### config.mk
export PLATFORM = sky130hd
export DESIGN_NAME = ram_arbiter_flat
export DESIGN_NICKNAME = d
export VERILOG_FILES = /design/src/rtl/ram_arbiter_if.sv /design/src/rtl/ram_arbiter.sv /design/src/flat_wrapper.sv
export SDC_FILE = /design/constraint.sdc
export NUM_CORES = 1
export LEC_CHECK = 0
export CORE_AREA = 3 3 93 95
export DETAILED_ROUTE_END_ITERATION = 8
export DIE_AREA = 0 0 96 98
export PLACE_DENSITY = 0.71
export SLEW_MARGIN = 5
export SYNTH_ARGS = -nofsm -noshare
export SYNTH_HDL_FRONTEND = slang
export SYNTH_SLANG_ARGS = --single-unit
### constraint.sdc
create_clock -name clk -period 3.8 [get_ports clk]
set_input_delay 1.14 -clock clk [delete_from_list [all_inputs] [get_ports clk]]
set_output_delay 1.14 -clock clk [all_outputs]
set_load 0.02 [all_outputs]
### src/rtl/ram_arbiter_if.sv
// Requester-side bus for one port of the shared data RAM arbiter.
interface ram_arbiter_if #(
   parameter int unsigned DATA_WIDTH    = 32,
   parameter int unsigned ADDRESS_WIDTH = 12
);
   logic                     req;
   logic                     wEn;
   logic                     lock;
   logic [ADDRESS_WIDTH-1:0] addr;
   logic [DATA_WIDTH-1:0]    dataIn;
   logic                     gnt;
   logic                     rvalid;
   logic [DATA_WIDTH-1:0]    dataOut;

   // Requester drives the access, sees grant and read return.
   modport master (
      output req, wEn, lock, addr, dataIn,
      input  gnt, rvalid, dataOut
   );

   // Arbiter sees the access, drives grant and read return.
   modport slave (
      input  req, wEn, lock, addr, dataIn,
      output gnt, rvalid, dataOut
   );
endinterface

### src/rtl/ram_arbiter.sv
// Two-port round-robin arbiter in front of a single-port synchronous RAM,
// with optional grant locking bounded by MAX_LOCK contended grants.
module ram_arbiter #(
   parameter int unsigned DATA_WIDTH    = 32,
   parameter int unsigned ADDRESS_WIDTH = 12,
   parameter int unsigned MAX_LOCK      = 8
) (
   input  logic                     clk,
   input  logic                     reset,
   ram_arbiter_if.slave             m0,
   ram_arbiter_if.slave             m1,
   output logic                     ram_wEn,
   output logic [ADDRESS_WIDTH-1:0] ram_addr,
   output logic [DATA_WIDTH-1:0]    ram_dataIn,
   input  logic [DATA_WIDTH-1:0]    ram_dataOut
);
   localparam int unsigned CNT_WIDTH = 8;
   localparam logic [CNT_WIDTH-1:0] MAX_CNT = CNT_WIDTH'(MAX_LOCK);

   logic                 last;
   logic                 owner;
   logic                 locked;
   logic [CNT_WIDTH-1:0] lock_cnt;
   logic                 rv0;
   logic                 rv1;

   logic owner_req;
   logic other_req;
   logic forced;
   logic gnt0;
   logic gnt1;
   logic gnt_any;
   logic gnt_port;
   logic gnt_lock;

   // Same-cycle grant: lock holder first (unless its bound is used up), then round robin.
   always_comb begin
      owner_req = owner ? m1.req : m0.req;
      other_req = owner ? m0.req : m1.req;
      forced    = locked && owner_req && other_req && (lock_cnt == MAX_CNT);
      gnt0      = 1'b0;
      gnt1      = 1'b0;
      if (locked && owner_req) begin
         if (forced) begin
            gnt0 = owner;
            gnt1 = !owner;
         end else begin
            gnt0 = !owner;
            gnt1 = owner;
         end
      end else if (m0.req && !m1.req) begin
         gnt0 = 1'b1;
      end else if (m1.req && !m0.req) begin
         gnt1 = 1'b1;
      end else if (m0.req && m1.req) begin
         gnt0 = last;
         gnt1 = !last;
      end
      gnt_any  = gnt0 || gnt1;
      gnt_port = gnt1;
      gnt_lock = gnt1 ? m1.lock : m0.lock;
   end

   // RAM drive mux; idle cycles issue a harmless read of address 0.
   always_comb begin
      ram_wEn    = 1'b0;
      ram_addr   = '0;
      ram_dataIn = '0;
      if (gnt1) begin
         ram_wEn    = m1.wEn;
         ram_addr   = m1.addr;
         ram_dataIn = m1.dataIn;
      end else if (gnt0) begin
         ram_wEn    = m0.wEn;
         ram_addr   = m0.addr;
         ram_dataIn = m0.dataIn;
      end
   end

   // Arbitration history, lock ownership, lock bound counter and read-valid pipe.
   always_ff @(posedge clk) begin
      if (reset) begin
         last     <= 1'b1;
         owner    <= 1'b0;
         locked   <= 1'b0;
         lock_cnt <= '0;
         rv0      <= 1'b0;
         rv1      <= 1'b0;
      end else begin
         rv0 <= gnt0 && !m0.wEn;
         rv1 <= gnt1 && !m1.wEn;
         if (gnt_any) begin
            last <= gnt_port;
         end
         if (gnt_any && gnt_lock && !forced) begin
            locked <= 1'b1;
            owner  <= gnt_port;
         end else begin
            locked <= 1'b0;
         end
         if (!forced && locked && gnt_any && (gnt_port == owner) && other_req) begin
            lock_cnt <= (lock_cnt == MAX_CNT) ? lock_cnt : lock_cnt + CNT_WIDTH'(1);
         end else begin
            lock_cnt <= '0;
         end
      end
   end

   assign m0.gnt     = gnt0;
   assign m1.gnt     = gnt1;
   assign m0.rvalid  = rv0;
   assign m1.rvalid  = rv1;
   assign m0.dataOut = ram_dataOut;
   assign m1.dataOut = ram_dataOut;
endmodule

### src/flat_wrapper.sv
// flat-port wrapper written by rule: the top's interface ports become plain ports
module ram_arbiter_flat 
#(
   parameter int unsigned DATA_WIDTH    = 32,
   parameter int unsigned ADDRESS_WIDTH = 12,
   parameter int unsigned MAX_LOCK      = 8
)
  (clk, reset, ram_wEn, ram_addr, ram_dataIn, ram_dataOut, m0_req, m0_wEn, m0_lock, m0_addr, m0_dataIn, m0_gnt, m0_rvalid, m0_dataOut, m1_req, m1_wEn, m1_lock, m1_addr, m1_dataIn, m1_gnt, m1_rvalid, m1_dataOut);
  ram_arbiter_if #(.DATA_WIDTH(DATA_WIDTH), .ADDRESS_WIDTH(ADDRESS_WIDTH)) m0_i ();
  ram_arbiter_if #(.DATA_WIDTH(DATA_WIDTH), .ADDRESS_WIDTH(ADDRESS_WIDTH)) m1_i ();
  input  logic clk;
  input  logic reset;
  output logic ram_wEn;
  output logic [ADDRESS_WIDTH-1:0] ram_addr;
  output logic [DATA_WIDTH-1:0] ram_dataIn;
  input  logic [DATA_WIDTH-1:0] ram_dataOut;
  input wire logic [$bits(m0_i.req)-1:0] m0_req;
  input wire logic [$bits(m0_i.wEn)-1:0] m0_wEn;
  input wire logic [$bits(m0_i.lock)-1:0] m0_lock;
  input wire logic [$bits(m0_i.addr)-1:0] m0_addr;
  input wire logic [$bits(m0_i.dataIn)-1:0] m0_dataIn;
  output wire logic [$bits(m0_i.gnt)-1:0] m0_gnt;
  output wire logic [$bits(m0_i.rvalid)-1:0] m0_rvalid;
  output wire logic [$bits(m0_i.dataOut)-1:0] m0_dataOut;
  input wire logic [$bits(m1_i.req)-1:0] m1_req;
  input wire logic [$bits(m1_i.wEn)-1:0] m1_wEn;
  input wire logic [$bits(m1_i.lock)-1:0] m1_lock;
  input wire logic [$bits(m1_i.addr)-1:0] m1_addr;
  input wire logic [$bits(m1_i.dataIn)-1:0] m1_dataIn;
  output wire logic [$bits(m1_i.gnt)-1:0] m1_gnt;
  output wire logic [$bits(m1_i.rvalid)-1:0] m1_rvalid;
  output wire logic [$bits(m1_i.dataOut)-1:0] m1_dataOut;
  assign m0_i.req = m0_req;
  assign m0_i.wEn = m0_wEn;
  assign m0_i.lock = m0_lock;
  assign m0_i.addr = m0_addr;
  assign m0_i.dataIn = m0_dataIn;
  assign m0_gnt = m0_i.gnt;
  assign m0_rvalid = m0_i.rvalid;
  assign m0_dataOut = m0_i.dataOut;
  assign m1_i.req = m1_req;
  assign m1_i.wEn = m1_wEn;
  assign m1_i.lock = m1_lock;
  assign m1_i.addr = m1_addr;
  assign m1_i.dataIn = m1_dataIn;
  assign m1_gnt = m1_i.gnt;
  assign m1_rvalid = m1_i.rvalid;
  assign m1_dataOut = m1_i.dataOut;
  ram_arbiter #(.DATA_WIDTH(DATA_WIDTH), .ADDRESS_WIDTH(ADDRESS_WIDTH), .MAX_LOCK(MAX_LOCK)) u_core (.clk(clk), .reset(reset), .m0(m0_i), .m1(m1_i), .ram_wEn(ram_wEn), .ram_addr(ram_addr), .ram_dataIn(ram_dataIn), .ram_dataOut(ram_dataOut));
endmodule
After elaboration in Yosys (flattened, before gate mapping):

Cells that the tools add are included.

* register bits: 13
* bits in latches: 0
* RAM bits: 0
* memory bits (read-only): 0
* input port bits: 128
* output and inout port bits: 113
* word-level logic and storage cells: 53
* memories kept: 0

* $add $sub $neg: 1
* multipliers: 0
* div/mod/pow operators: 0
* order comparisons: 0
* equal/unequal tests: 2
* shift-type cells: 0
* multiplexer cells: 20
* bitwise gates (word level): 1
* reductions and logical operators: 23

Operator list (count)
* two-way mux 32 bit: 2
* two-way mux 12 bit: 2
* two-way mux 1 bit: 16
* logical AND 1 bit: 14
* adder 8 x 1 -> 8 bit, second input constant: 1
* equality test 8 x 4 -> 1 bit, second input constant: 1
* logical NOT 1 bit: 7
* OR reduction 2 bit: 1
* equality test 1 bit: 1
* logical OR 1 bit: 1
* inverter 1 bit: 1

Depth between registers and ports, before layout:

Gate-level depths: netlist of the first run.

* depth after elaboration: 12
* depth in mapped cells: 8
* mapped depth without buffers: 7

Least setup slack after synthesis of the first run:

OpenSTA, ideal clock, no wires.

* path kind: input to output
* start point: input m1_req
* end point: output ram_dataIn[22]
* arrival: 2126 ps
* required time: 2660 ps
* path slack: 534 ps
* stages: 5
* buffers on the path: 1
* path through: and3_1 > a211o_4 > inv_8 > buf_12 > a22o_1

* word-level cells in the longest chain between the ends: 8
* elaborated cells on any way between the ends: 21
* those cells by class: mux (14); reduce/logical (7)

Ends and longest elaborated chain
* start: declaration: line flat_wrapper.sv:25 `input wire logic [$bits(m1_i.req)-1:0] m1_req;`
* two-way mux 1 bit: line ram_arbiter.sv:38 `owner_req = owner ? m1.req : m0.req;`
* logical AND 1 bit: line ram_arbiter.sv:40, ram_arbiter.sv:43
* logical AND 1 bit (2 in series): line ram_arbiter.sv:40 `forced = locked && owner_req && other_req && (lock_cnt == MAX_CNT);`
* two-way mux 1 bit: line ram_arbiter.sv:44 `if (forced) begin`
* two-way mux 1 bit (*): line ram_arbiter.sv:43 `if (locked && owner_req) begin`
* via m0_gnt: line flat_wrapper.sv:22 `output wire logic [$bits(m0_i.gnt)-1:0] m0_gnt;`
* two-way mux 32 bit (*): line ram_arbiter.sv:73 `end else if (gnt0) begin`
* two-way mux 32 bit (*): line ram_arbiter.sv:69 `if (gnt1) begin`
* end: declaration: line flat_wrapper.sv:15 `output logic [DATA_WIDTH-1:0] ram_dataIn;`

Mark *: on every way through the listed nets, which the timed path passes. The rest lies on a longest branch.

Worst setup path in the final report of the first run:

* start point: input m0_req
* end point: output ram_addr[4]

* word-level cells in the longest chain between the ends: 8
* elaborated cells on any way between the ends: 21
* those cells by class: mux (14); reduce/logical (7)

Ends and longest elaborated chain
* start: declaration: line flat_wrapper.sv:17 `input wire logic [$bits(m0_i.req)-1:0] m0_req;`
* two-way mux 1 bit: line ram_arbiter.sv:38
* logical AND 1 bit: line ram_arbiter.sv:40, ram_arbiter.sv:43
* logical AND 1 bit (2 in series): line ram_arbiter.sv:40
* two-way mux 1 bit: line ram_arbiter.sv:44
* two-way mux 1 bit: line ram_arbiter.sv:43
* two-way mux 12 bit: line ram_arbiter.sv:73
* two-way mux 12 bit (*): line ram_arbiter.sv:69
* end: declaration: line flat_wrapper.sv:14 `output logic [ADDRESS_WIDTH-1:0] ram_addr;`

Every way passes the cells marked *; elsewhere a longest branch is shown, timed or not.

==> results.md, run 1 <==
- Setup repair after global routing missed its margin: false
- Weighted congestion reported at the end of routability-driven placement: 0.856
- Setup Viol. Count Final: 0
- Drt pass-1 iters: 4
- Worst-case register-to-register setup slack: 1.86 ns
- TritonCTS clock tree: built
- Area growth syn-to-layout: 65.5%
- Antenna violations before repair: 0
- Routed wire length: 7030 µm
- Num CTS Buffers: 3
- Sequential cell area: 260 µm²
- Final clock skew: 0.00801 ns
- Crit share post-route: 95.8%
- Wire length of the first global-routing pass: 9770 µm
- HP Start: u_core.lock_cnt[0]
- Final count of pins violating max slew: 0
- Endpoint of the worst-slack reg-to-reg timing path: u_core.last
- Highest achievable clock rate: 275 MHz
- Number of unique standard cell types used by synthesis: 37
- Path depth of the worst reg2reg path: 7
- Critical path, cell by cell: buf_2, nand2_1, a211oi_2, a211oi_4, buf_4, buf_12, a22o_1, clkdlybuf4s15_2
- Layout Nets: 407
- Total Power Consumption: 0.000649 W
- Switching part of the total power: 34.6%
- Clock Tree Buf Depth: 2
- Clock-pin slew on the worst setup and hold paths: 0.05 ns
- Measured slew at the worst slew-check pin: 0.364 ns
- Starting density of the core: 21.8%
- Average cell area after synthesis: 8.94 µm²
- Final worst path period need: 3.64 ns
- Total number of yosys warnings: 0
- Critical Path Stages: 8
- Area of combinational cells with multiple inputs: 808 µm²
- Worst Setup Slack, final: 0.160 ns
- Worst stage delay on the critical path: 0.30 ns
- Via count: 1707
- Worst Path Max Fanout: 18
- Net Switching: 0.000224 W
- Peak supply drop: 0.123 mV
- Die area: 9410 µm²
- DRC violation count after routing: 0
- Total number of H-tree levels: 1
- Area contributors post-synth: buf_4, a22o_1, dfxtp_1, buf_12, xor2_1
- Standard cell area after detailed placement: 2730 µm²
- Power Internal: 0.000425 W
- Static leakage power: 1.16 nW
- Most used flip-flop cell after synthesis: dfxtp_1
- Vias in the first global route: 1708
- Max-capacitance violation count: 0
- Flip-flop and latch count after synthesis: 13
- Global router's overall resource usage: 13.4%
- Data required time of the worst path: 2.66 ns
- Filler cells: 795
- Via density per instance: 4.52
- Synth Instances: 190
- Fraction of synthesized cell area taken by the top area cell type: 29.6%
- Sequential cell fraction of total power: 22.2%
- Most repeated cell in the gate-level netlist after synthesis: buf_4
- Worst rel slew slack: 75.7%
- Count of buffer and inverter cells on the critical path: 4
- Floorplan row count: 32
- Congestion Overflow GR: 0
- Class of the tightest hold or removal check: flip-flop to flip-flop
- Detailed Route Iter0 Violations: 54
- Commonest cells in the synthesized netlist: buf_4, a22o_1, dfxtp_1
- Cell class contributing the biggest share of worst-path delay: buffers and inverters
- Power density over the cells: 231 nW/µm²
- Number of sinks driven by the clock tree: 13
- Source of the worst register-to-register timing path: u_core.lock_cnt[0]
- Placeable Area: 7810 µm²
- Status: completed
- Fin Setup TNS: 0 ns
- Hold_ws: 0.510 ns
- Post-synthesis cell type with the largest combined area: buf_4
- Synth Cell Area: 1700 µm²
- Clock network fraction of total power: 19.4%
- Die boundary height: 98 µm
- Path type of the worst setup path: input pin to output port
- Endpoint class of the critical path: output port
- I/O pin count: 241
- Worst hold path cell count: 1
- Combinational Power Share: 58.4%
- Count of flip-flops with a built-in enable after synthesis: 0
- End point of the most critical hold path: u_core.lock_cnt[0]
- Final antenna diode count: 0
- Setup slack at placement: -0.650 ns
- Pin count of the biggest net entering global routing: 47
- Die Wd: 96 µm
- Clock root buffer: clkbuf_8
- Part of the Yosys area used for sequential elements: 15.3%
- Startpoint Class: input pin
- Detail-routed net length per standard cell: 18.6 µm
- Count of nets left with antenna violations after detail routing: 0
- Layout Cell Area excl Fill: 2810 µm²
- Source-to-sink clock delay at the later pin of the worst-skew pair: 0.25 ns
- Placed wire-length estimate: 5570 µm
- Share of synthesized registers carrying an async set or reset: 0%
- Arr. time, crit path: 2.50 ns
- Hold Violations, Final: 0
- Slowest CP cell: a211oi_4
- Fraction of final layout cells with drive strength greater than 1: 26.1%
- Number of I/O port buffers: 144
- Synthesized net count: 320
metal layers:
layer / routed length (µm) / global-route usage (%) / up-vias
li1: - / - / 794
met4: 178 / 4.49 / 0
met5: 0 / 0 / -
met2: 3530 / 24.4 / 108
met3: 836 / 3.93 / 16
met1: 2480 / 14.5 / 789
kinds of logic (layout without fill, tap and decap cells):
kind of cell	after synthesis	after routing	synth area share [%]
compound gates	57	57	30.1
xor+xnor	6	6	3.09
fa+ha+maj	2	2	1.47
buf+inv	80	166	37.6
flops	13	13	15.3
mux	1	1	0.883
simple gates	31	31	11.5
power by group through the flow:
stage               Clock, W  Sequential (W)  Combinational (W)
CTS                 0.000125        0.000144           0.000392
global route        0.000136        0.000145           0.000398
detailed placement         0        0.000147           0.000388
finish              0.000126        0.000144           0.000379
global placement           0        0.000147           0.000389
floorplan                  0        0.000147           0.000271
stage by stage:
stage / utilization, % / instances
after global placement: 35.0 / 370
after CTS: 37.2 / 378
after detailed placement: 35.0 / 370
after floorplan: - / 190
after global routing: 36.0 / 378
final: 36.0 / 378
cells in the final DEF, fill, tap and decap left out, drive strengths merged, types with 4 or more instances in the layout:
master          n
a22o           44
and3            4
buf            24
clkbuf          8
clkdlybuf4s15  30
clkdlybuf4s50  95
dfxtp          13
inv             5
nand3           6
nor2            8
xor2            5
registers in the layout, summed over array words and instances (netlist names):
signal            flops
u_core.lock_cnt       8
u_core.last           1
u_core.locked         1
u_core.m0.rvalid      1
u_core.m1.rvalid      1
u_core.owner          1
how the worst max path moves through the flow:
stage | start | slack [ns] | endpoint
after global placement | m1_req | -0.62 | ram_dataIn[14]
final | m0_req | 0.16 | ram_addr[4]
after global routing | m0_req | 0.06 | ram_dataIn[8]
after CTS | m0_req | 0.01 | ram_addr[4]
after floorplan | m1_req | 0.53 | ram_dataIn[22]
after detailed placement | m1_req | -0.65 | ram_dataIn[14]
final cells by class:
| cell class | instances | share of cell area [%] |
|---|---|---|
| repair buffers | 156 | 54.1 |
| well taps | 102 | 4.54 |
| inverters | 6 | 1.74 |
| flip-flops and latches | 13 | 9.26 |
| multi-input cells | 97 | 28.7 |
| clock buffers | 4 | 1.60 |
worst reg2reg max path: stages (launching register included):
cell and delay, ns:
dfxtp_1 0.41, inv_1 0.07, ha_1 0.21, nor4b_4 0.15, and2_4 0.17, a211o_4 0.39
buf_4 0.16, a211o_1 0.28
repair_timing:
| item | 4_1_cts | 5_1_grt |
|---|---|---|
| cloned | 1 | 0 |
| hold buffers | 0 | 0 |
| gates resized for setup | 142 | 19 |
| buffers inserted | 3 | 0 |
| setup endpoints to repair | 47 | 46 |
| pin swaps | 2 | 2 |
(Power assumes the default switching activity.)
==> inputs of run 2 (changes only) <==
==> constraint.sdc (replaced) <==
create_clock -name clk -period 3.8 [get_ports clk]
set_input_delay 1.14 -clock clk [delete_from_list [all_inputs] [get_ports clk]]
set_output_delay 1.14 -clock clk [all_outputs]
set_load 0.1 [all_outputs]
==> results.md, run 2 (synthesis results as in run 1) <==
- Arr. time, crit path: 2.63 ns
- Most common library cell in the layout ignoring fill and taps: clkdlybuf4s50_1
- Pin count of the biggest net entering global routing: 47
- Via density per instance: 4.55
- Detail-routed net length per standard cell: 18.6 µm
- Clock root buffer: clkbuf_8
- Highest achievable clock rate: 265 MHz
- Final clock skew: 0.00453 ns
- Flip-flop count of the largest register, all copies and words added: 8
- Data required time of the worst path: 2.66 ns
- Path type of the worst setup path: input pin to output port
- Fraction of final layout cells with drive strength greater than 1: 30.8%
- Endpoint of the worst-slack reg-to-reg timing path: u_core.last
- Clock Tree Buf Depth: 2
- Routed wire length: 6970 µm
- Endpoint class of the critical path: output port
- Total Power Consumption: 0.00113 W
- Number of sinks driven by the clock tree: 13
- Class of the tightest hold or removal check: flip-flop to flip-flop
- Worst-case register-to-register setup slack: 1.74 ns
- Total number of H-tree levels: 1
- Num CTS Buffers: 3
- Weighted congestion reported at the end of routability-driven placement: 0.804
- Detailed Route Iter0 Violations: 47
- Measured slew at the worst slew-check pin: 0.355 ns
- Wire length of the first global-routing pass: 9810 µm
- Die Wd: 96 µm
- Startpoint Class: input pin
- Setup repair after global routing missed its margin: true
- Die area: 9410 µm²
- Area growth syn-to-layout: 95.5%
- Vias in the first global route: 1694
- Peak supply drop: 0.183 mV
- Count of nets left with antenna violations after detail routing: 0
- Path depth of the worst reg2reg path: 8
- Worst Path Max Fanout: 46
- I/O pin count: 241
- Layout Cell Area excl Fill: 3320 µm²
- Hold Violations, Final: 0
- Crit path to: ram_dataIn[1]
- Fraction of the core area covered by cells at the end of the flow: 42.5%
- Final antenna diode count: 0
- Status: completed
- Die boundary height: 98 µm
- Floorplan row count: 32
- Placed wire-length estimate: 5510 µm
- DRC violation count after routing: 0
- Most flop-heavy register: u_core.lock_cnt
- Hold_ws: 0.492 ns
- Launching instance or port of the critical path: m1_req
- Power density over the cells: 339 nW/µm²
- Placeable Area: 7810 µm²
- Number of I/O port buffers: 144
- Clock-pin slew on the worst setup and hold paths: 0.05 ns
- Antenna violations before repair: 0
- Congestion Overflow GR: 0
- Final count of pins violating max slew: 0
- Global router's overall resource usage: 13.4%
- Setup Viol. Count Final: 0
- Layout Nets: 404
- Drt pass-1 iters: 4
- TritonCTS clock tree: built
- Static leakage power: 1.37 nW
- Worst rel slew slack: 76.2%
- Max-capacitance violation count: 0
- Standard cell area after detailed placement: 3210 µm²
- Source-to-sink clock delay at the later pin of the worst-skew pair: 0.25 ns
- Source of the worst register-to-register timing path: u_core.lock_cnt[0]
- Highest-count cells in the layout ignoring fill and taps: clkdlybuf4s50_1, buf_12, a22o_1
- Final worst path period need: 3.77 ns
- Crit share post-route: 99.2%
- Via count: 1705
- Starting density of the core: 21.8%
run 2: critical path: stages:
cell and delay, ns:
clkdlybuf4s15_1 0.26, and3_1 0.23, a211o_4 0.39, inv_16 0.15, a22o_1 0.24, buf_12 0.19
run 2: how the worst min path moves through the flow:
stage,from,end,slack [ns],depth (start not counted)
2_1_floorplan,u_core.lock_cnt[0],u_core.lock_cnt[0],0.45,1
3_3_place_gp,u_core.lock_cnt[0],u_core.lock_cnt[0],0.47,1
3_5_place_dp,u_core.lock_cnt[0],u_core.lock_cnt[0],0.49,1
4_1_cts,u_core.lock_cnt[0],u_core.lock_cnt[0],0.50,1
5_1_grt,u_core.lock_cnt[0],u_core.lock_cnt[0],0.53,1
6_report,u_core.lock_cnt[0],u_core.lock_cnt[0],0.49,1
run 2: per-stage QoR:
step / setup slack, ns / TNS [ns] / std cells
finish: 0.0291 / 0 / 375
global route: -0.0155 / -0.0549 / 375
CTS: 0.00355 / 0 / 375
detailed placement: -0.261 / -10.19 / 368
global placement: -0.268 / -9.76 / 368
floorplan: 0.0322 / 0 / 190
run 2: cell type report:
cell class,count,area (µm²)
fill,754,4490
timing repair buffer,153,2020
multi-input combinational,97,831
sequential,13,260
tap,102,128
clock buffer,4,45.0
inverter,6,38.8
run 2: metal layers:
metal / share of wire (%) / wire (µm) / vias up / track usage, %
met4: 1.2 / 87 / 0 / 2.30
met1: 38 / 2620 / 806 / 16.0
li1: - / - / 789 / -
met5: 0 / 0 / - / 0
met2: 51 / 3540 / 102 / 23.9
met3: 10 / 716 / 8 / 3.39
run 2: power breakdown:
group          leakage (nW)  total (W)  internal [W]  switching (W)
Combinational          1.24   0.000856      0.000348       0.000509
Sequential            0.106   0.000144      0.000140     0.00000383
Clock                0.0228   0.000127     0.0000742      0.0000525
run 2: repair_timing:
action,in CTS,in global routing
pin swaps,1,1
cloned,1,0
hold buffers,0,0
gates resized for setup,5,5
setup buffers,2,0
endpoints found under the setup margin,47,36
